### config.mk
export PLATFORM = sky130hd
export DESIGN_NAME = max7219_spi_serializer
export DESIGN_NICKNAME = d
export VERILOG_FILES = /design/src/rtl/max7219_spi_serializer.sv
export SDC_FILE = /design/constraint.sdc
export NUM_CORES = 1
export LEC_CHECK = 0
export BUFFER_PORTS_ARGS = -buffer_cell sky130_fd_sc_hd__clkbuf_2
export CELL_PAD_IN_SITES_DETAIL_PLACEMENT = 0
export CELL_PAD_IN_SITES_GLOBAL_PLACEMENT = 1
export CORE_MARGIN = 2
export CORE_UTILIZATION = 25
export CTS_CLUSTER_SIZE = 30
export DETAILED_ROUTE_END_ITERATION = 6
export PLACE_DENSITY_LB_ADDON = 0.08
export SKIP_CTS_REPAIR_TIMING = 1
export SKIP_LAST_GASP = 1
export SYNTH_ARGS = -nofsm -noshare
export SYNTH_HDL_FRONTEND = slang
export SYNTH_SLANG_ARGS = --single-unit
### constraint.sdc
create_clock -name clk -period 2.2 [get_ports clk]
set_input_delay 0 -clock clk [delete_from_list [all_inputs] [get_ports clk]]
set_output_delay 0 -clock clk [all_outputs]
set_load 0.1 [all_outputs]
### src/rtl/max7219_spi_serializer.sv
// Transmit side of the MAX7219 3-wire link: shifts 16-bit command words MSB-first and
// strobes LOAD after the word flagged as last so a daisy chain latches together.
module max7219_spi_serializer #(
  parameter int unsigned G_MAX_HALF_PERIOD = 4,
  parameter int unsigned G_LOAD_DURATION   = 4,
  parameter int unsigned G_DATA_WIDTH      = 16
) (
  input  logic                    clk,
  input  logic                    rst_n,
  input  logic [G_DATA_WIDTH-1:0] i_data,
  input  logic                    i_last,
  input  logic                    i_data_valid,
  output logic                    o_data_ready,
  output logic                    o_max7219_clk,
  output logic                    o_max7219_data,
  output logic                    o_max7219_load,
  output logic                    o_busy,
  output logic                    o_done
);

  localparam int unsigned MaxCnt = (G_MAX_HALF_PERIOD > G_LOAD_DURATION) ?
                                   G_MAX_HALF_PERIOD : G_LOAD_DURATION;
  localparam int unsigned CntW = $clog2(MaxCnt) + 1;
  localparam int unsigned BitW = $clog2(G_DATA_WIDTH);

  localparam logic [CntW-1:0] HalfLd = CntW'(G_MAX_HALF_PERIOD - 1);
  localparam logic [CntW-1:0] LoadLd = CntW'(G_LOAD_DURATION - 1);
  localparam logic [BitW-1:0] TopBit = BitW'(G_DATA_WIDTH - 1);

  typedef enum logic [2:0] {
    StIdle,
    StShiftLow,
    StShiftHigh,
    StLoad,
    StDone
  } state_e;

  state_e                  state_q, state_d;
  logic [CntW-1:0]         cnt_q, cnt_d;
  logic [BitW-1:0]         bit_q, bit_d;
  logic [G_DATA_WIDTH-1:0] shift_q, shift_d;
  logic                    last_q, last_d;

  always_ff @(posedge clk) begin
    if (!rst_n) begin
      state_q <= StIdle;
      cnt_q   <= '0;
      bit_q   <= '0;
      shift_q <= '0;
      last_q  <= 1'b0;
    end else begin
      state_q <= state_d;
      cnt_q   <= cnt_d;
      bit_q   <= bit_d;
      shift_q <= shift_d;
      last_q  <= last_d;
    end
  end

  // Phase counter counts down from its reload value; each phase lasts reload+1 cycles.
  always_comb begin
    state_d = state_q;
    cnt_d   = cnt_q;
    bit_d   = bit_q;
    shift_d = shift_q;
    last_d  = last_q;
    unique case (state_q)
      StIdle: begin
        if (i_data_valid) begin
          shift_d = i_data;
          last_d  = i_last;
          bit_d   = TopBit;
          cnt_d   = HalfLd;
          state_d = StShiftLow;
        end
      end
      StShiftLow: begin
        if (cnt_q == '0) begin
          cnt_d   = HalfLd;
          state_d = StShiftHigh;
        end else begin
          cnt_d = cnt_q - CntW'(1);
        end
      end
      StShiftHigh: begin
        if (cnt_q == '0) begin
          cnt_d = HalfLd;
          if (bit_q != '0) begin
            bit_d   = bit_q - BitW'(1);
            state_d = StShiftLow;
          end else if (last_q) begin
            cnt_d   = LoadLd;
            state_d = StLoad;
          end else begin
            state_d = StIdle;
          end
        end else begin
          cnt_d = cnt_q - CntW'(1);
        end
      end
      StLoad: begin
        if (cnt_q == '0) begin
          // Clearing the word drops DIN back to 0 once the latch strobe ends.
          shift_d = '0;
          state_d = StDone;
        end else begin
          cnt_d = cnt_q - CntW'(1);
        end
      end
      StDone: begin
        state_d = StIdle;
      end
      default: begin
        state_d = StIdle;
      end
    endcase
  end

  assign o_data_ready   = (state_q == StIdle);
  assign o_busy         = (state_q != StIdle);
  assign o_max7219_clk  = (state_q == StShiftHigh);
  assign o_max7219_load = (state_q == StLoad);
  assign o_done         = (state_q == StDone);
  // Between words bit_q rests at 0, so DIN keeps showing the last bit sent.
  assign o_max7219_data = shift_q[bit_q];

endmodule
==> results.tsv, run 1 <==
metric	value	unit
cts_sinks	27	
fillCellCount	552	
antenna_left	0	
grt_max_degree	17	
tightest_slew	0.541	ns
syn_inst	129	
synth.avg_cell_area	10.6	um^2
start_util	26.3	%
final_nets	195	
drt_iter0_drc	64	
powerDensity	817	mW/mm^2
cts.path.max_buffers	2	
gr-total-overflow	0	
synth-seq-cells	27	
ys_top_cells_by_area	dfxtp_1 (40%), a22o_1 (10%), mux4_1 (3.8%), o211a_1 (2.9%), ha_1 (2.7%)	
rows	26	
ir_drop	0.466	mV
cts_tree	done	
viasPerCell	4.62	
crit_required	2.20	ns
place_hpwl	2330	um
clockRootBuffer	clkbuf_8	
syn_to_final_growth	29.6	%
slew_headroom	64.1	%
maxCapViolCount	0	
leakage	0.762	nW
io_buffers	25	
wirelength	3110	um
placed_area	0.00156	mm^2
period_minus_slack	2.07	ns
yosysSeqAreaShare	39.5	%
cts_htree_levels	1	
cts.clk_slew.worst_paths	0.09	ns
setup_viol	0	
vias	1114	
fin_area	0.00177	mm^2
instances_no_fill	241	
slew_viol_final	0	
wl_per_cell	12.9	um
antennaDiodeCount	0	
numCtsBuffers	3	
synth-edff-count	0	
outcome	finished clean	
hold_path_class	in -> reg	
chipWidth	78.0	um
synth_flop_cell	dfxtp_1	
firstDrtPassIters	4	
critPathLaunchType	flop	
dp_cells	220	
skew	0.00524	ns
die_h	78.0	um
yosysTopAreaCell	dfxtp_1	
synth_area	0.00137	mm^2
synth_nets	152	
dieArea	0.00608	mm^2
fmax	484	MHz
hold_ws	0.0268	ns
yosys_warnings	0	
rsz0062_at_grt	no	
worstSetupPathType	reg -> out	
cp-end-kind	output port	
clk_latency	0.27	ns
min_period_over_period	93.9	%
seqCellArea	541	um^2
gp_congestion	0.746	
synth_cell_type_count	47	
synthArstFlopShare	0	%
finalHoldViolations	0	
track_usage	10.9	%
io_pins	26	
cp.arrival	2.07	ns
cp_max_fo	7	
grt_pass1_vias	1115	
multi_input_area	737	um^2
drive_gt1_share	28.1	%
synth.top_cell.area_share	39.5	%
antenna_found_initial	0	
drc_errors	0	
grt_pass1_wl	5320	um
core	0.00520	mm^2
==> path summary, 6_finish.rpt <==
check                                  start             end  slack, ns  cells past startpoint
worst max register to register      bit_q[0]        bit_q[2]       0.40                      6
worst max-delay path                bit_q[1]  o_max7219_data       0.13                      5
worst min-delay path            i_data_valid          last_q       0.03                      3
worst min register to register   shift_q[10]     shift_q[10]       0.48                      1
==> kinds of logic (layout without fill, tap and decap cells) <==
logic type,after synthesis,count (layout),synth area share [%]
AO/OA/AOI/OAI,43,43,26.6
AND/OR/NAND/NOR,34,34,16.7
multiplexers,5,5,7.04
adder cells (fa/ha/maj),3,3,2.75
flip-flops,27,27,39.5
buffers and inverters,17,59,7.32
==> metrics by stage <==
stage | power [W] | setup TNS (ns) | utilization [%] | setup slack (ns)
3_3_place_gp | 0.00115 | 0 | 29.9 | 0.387
2_1_floorplan | 0.00106 | -0.390 | - | -0.390
3_5_place_dp | 0.00116 | 0 | 29.9 | 0.362
6_report | 0.00145 | 0 | 34.1 | 0.134
4_1_cts | 0.00145 | 0 | 30.8 | 0.0418
5_1_grt | 0.00155 | 0 | 34.1 | 0.0261
==> Yosys cell counts (2+ instances only) <==
cell type  number
a22o_1         16
nor2b_1         4
buf_2           2
dfxtp_1        27
nor2_1          3
ha_1            3
o21ai_0         6
buf_6           3
nand2b_1        2
nor3_2          2
inv_1           8
o211a_1         4
nor3_1          3
and3_1          3
nand2_1         5
buf_4           3
mux4_1          2
a21oi_1         2
nand3_1         3
==> layer usage <==
metal,up-vias,global-route usage (%),share of wire [%],wire length (um)
li1,568,-,-,-
met1,519,13.5,48,1500
met2,23,18.7,47,1470
met5,-,0,0,0
met3,4,1.86,3.0,94
met4,0,4.21,1.3,41
==> report_power, final <==
part           internal (W)  leakage, nW  switching, W
combinational      0.000216        0.517      0.000332
sequential         0.000550        0.222     0.0000671
clock              0.000130       0.0228      0.000153
==> placed cells by master, fill, tap and decap left out, drive strengths merged, types with 3 or more instances in the layout <==
master       count
a21boi           3
a22o            16
and3             3
buf              6
clkbuf          28
dfxtp           27
dlygate4sd3     17
ha               3
inv              8
mux4             3
nand2            5
nand3            3
nor2             3
nor2b            4
nor3             6
o211a            4
o21ai            7
==> cell type report <==
type / count / share of cell area [%]
repair buffers: 47 / 18.8
multi-input cells: 85 / 41.6
well taps: 70 / 4.94
flip-flops and latches: 27 / 30.5
clock buffers: 4 / 2.54
inverters: 8 / 1.69
==> state kept, by name, summed over array words and instances (netlist names) <==
signal   flops
last_q       1
bit_q        4
cnt_q        3
shift_q     16
state_q      3
==> worst max-delay path: stages, from the launching register on <==
cell and delay (ns):
dfxtp_1 0.49, mux4_2 0.54, and2_4 0.17, a211oi_2 0.23
a21oi_2 0.06, buf_2 0.30
(Power assumes the default switching activity.)
==> run 2: changes to the inputs <==
--- a/config.mk
+++ b/config.mk
@@ -19,2 +19,3 @@
 export SYNTH_HDL_FRONTEND = slang
 export SYNTH_SLANG_ARGS = --single-unit
+export TNS_END_PERCENT = 5
==> constraint.sdc (replaced) <==
create_clock -name clk -period 2.2 [get_ports clk]
set_input_delay 0.55 -clock clk [delete_from_list [all_inputs] [get_ports clk]]
set_output_delay 0.55 -clock clk [all_outputs]
set_load 0.1 [all_outputs]
==> run 2 against run 1 <==
  * The run now ends with setup timing left
  * Sequential share of layout area grew 1.8 points
  * Critical path depth is 1 lower
  * Clock skew fell by 0.0040 ns
  * Flip-flop and latch count unchanged
  * Fmax shrank 9.8%
  * First-iteration DRC count fell by 17%
  * Routed wire length increased by 0.23%
  * Combinational power rose by 4.9%
  * Register-to-register slack got worse by 0.03 ns
  * Power grew 2.5%
  * Critical path type unchanged
  * Critical endpoint unchanged
  * Largest power group unchanged
  * Highest routed layer unchanged
==> results.tsv, run 2 (synthesized netlist as in run 1, its figures left out) <==
metric	value	unit	change
skew	0.00124	ns	was 0.00524 ns
numCtsBuffers	3		unchanged
chipWidth	78.0	um	unchanged
powerDensity	880	mW/mm^2	was 817 mW/mm^2
final_common_cell	dfxtp_1		unchanged
outcome	finished, violations left		was finished clean
dieArea	0.00608	mm^2	unchanged
viasPerCell	4.84		was 4.62
firstDrtPassIters	4		unchanged
grt_pass1_vias	1115		unchanged
die_h	78.0	um	unchanged
drt_iter0_drc	53		was 64
cts.path.max_buffers	2		unchanged
critical_path.max_stage_delay	0.57	ns	was 0.54 ns
crit_start	bit_q[1]		unchanged
antenna_left	0		unchanged
slew_viol_final	0		unchanged
rows	26		unchanged
ir_drop	0.378	mV	was 0.466 mV
critPathLaunchType	flop		unchanged
dp_cells	222		was 220
maxCapViolCount	0		unchanged
gp_congestion	0.681		was 0.746
r2r-end	bit_q[2]		unchanged
worstHoldStart	i_data[6]		was i_data_valid
cp-end-kind	output port		unchanged
cts_sinks	27		unchanged
final_nets	180		was 195
cts_tree	done		unchanged
drive_gt1_share	32.7	%	was 28.1%
slew_headroom	71.0	%	was 64.1%
path_buf_inv	1		unchanged
crit_chain	mux4_1 -> a211oi_2 -> a21oi_2 -> buf_12		was mux4_2 -> and2_4 -> a211oi_2 -> a21oi_2 -> buf_2
min_period_over_period	104	%	was 93.9%
top_regs	shift_q x16, bit_q x4		unchanged
hold_depth	2		was 3
setup_viol	1		was 0
grt_pass1_wl	5450	um	was 5320 um
worstSetupPathType	reg -> out		unchanged
cpLargestDelayFamily	multiplexers		unchanged
finalHoldViolations	0		unchanged
core	0.00520	mm^2	unchanged
largest_register_ffs	16		unchanged
drc_errors	0		unchanged
wirelength	3110	um	about the same
track_usage	11.1	%	was 10.9%
slowest_stage	mux4_1		was mux4_2
antenna_found_initial	0		unchanged
place_hpwl	2360	um	was 2330 um
leakage	0.718	nW	was 0.762 nW
reg2reg_setup_slack	0.37	ns	was 0.40 ns
wl_per_cell	13.8	um	was 12.9 um
failed_checks	setup timing		
clockRootBuffer	clkbuf_8		unchanged
reg2reg_depth	6		unchanged
rsz0062_at_grt	yes		was no
clk_latency	0.27	ns	about the same
vias	1094		was 1114
cp_max_fo	4		was 7
seqCellArea	544	um^2	was 541 um^2
io_buffers	25		unchanged
largest-register	shift_q		unchanged
layout_setup_ws	-0.0899	ns	was 0.134 ns
gr-total-overflow	0		unchanged
cp.arrival	1.74	ns	was 2.07 ns
antennaDiodeCount	0		unchanged
tightest_slew	0.435	ns	was 0.541 ns
hold_path_class	in -> reg		unchanged
crit_required	1.65	ns	was 2.20 ns
multi_input_area	737	um^2	unchanged
layout_common_cells	dfxtp_1 (26), clkbuf_2 (19), a22o_1 (16), buf_4 (9), inv_1 (8)		was dfxtp_1 (27), clkbuf_2 (24), dlygate4sd3_1 (17), a22o_1 (16), inv_1 (8)
instances_no_fill	226		was 241
cts_htree_levels	1		unchanged
fillCellCount	570		was 552
io_pins	26		unchanged
r2r_start	bit_q[0]		unchanged
syn_to_final_growth	23.3	%	was 29.6%
hold_end	shift_q[6]		was last_q
fmax	437	MHz	was 484 MHz
cts.clk_slew.worst_paths	0.10	ns	was 0.09 ns
pre_cts_slack	0.0796	ns	was 0.362 ns
period_minus_slack	2.29	ns	was 2.07 ns
grt_max_degree	17		unchanged
start_util	26.3	%	unchanged
## run 2: how the worst max path moves through the flow
stage | to | slack [ns] | depth (start not counted)
2_1_floorplan | o_busy | -0.41 | 3
6_report | o_max7219_data | -0.09 | 4
3_5_place_dp | o_max7219_data | 0.08 | 5
4_1_cts | o_max7219_data | -0.24 | 5
3_3_place_gp | o_max7219_data | 0.09 | 5
5_1_grt | o_max7219_data | -0.18 | 5
## run 2: layout make-up
cell class,instances,share of cell area [%]
Multi-Input combinational cell,85,43.7
Sequential cell,27,32.3
Timing Repair Buffer,32,14.4
Tap cell,70,5.19
Clock buffer,4,2.67
Inverter,8,1.78
## run 2: metal layers
metal	up-vias	GRT usage (%)	part of all wire [%]
met3	2	1.86	3.1
met5	-	0	0
met1	528	14.2	46
met2	21	19.0	50
met4	0	3.16	0.80
li1	543	-	-
## run 2: report_power, final
part           switching (W)  internal (W)
Combinational       0.000336      0.000239
Clock               0.000162      0.000130
Sequential         0.0000673      0.000551
Total               0.000565      0.000920
## run 2: metrics by stage
stage               hold slack [ns]  area (um^2)  TNS, ns  power [W]  util [%]
global placement              0.468         1640        0    0.00120      31.5
CTS                           0.475         1680   -0.237    0.00150      32.3
global route                  0.477         1690   -0.181    0.00157      32.4
finish                        0.478         1690  -0.0899    0.00148      32.4
detailed placement            0.465         1640        0    0.00121      31.5
floorplan                     0.440         1380    -1.38    0.00106         -
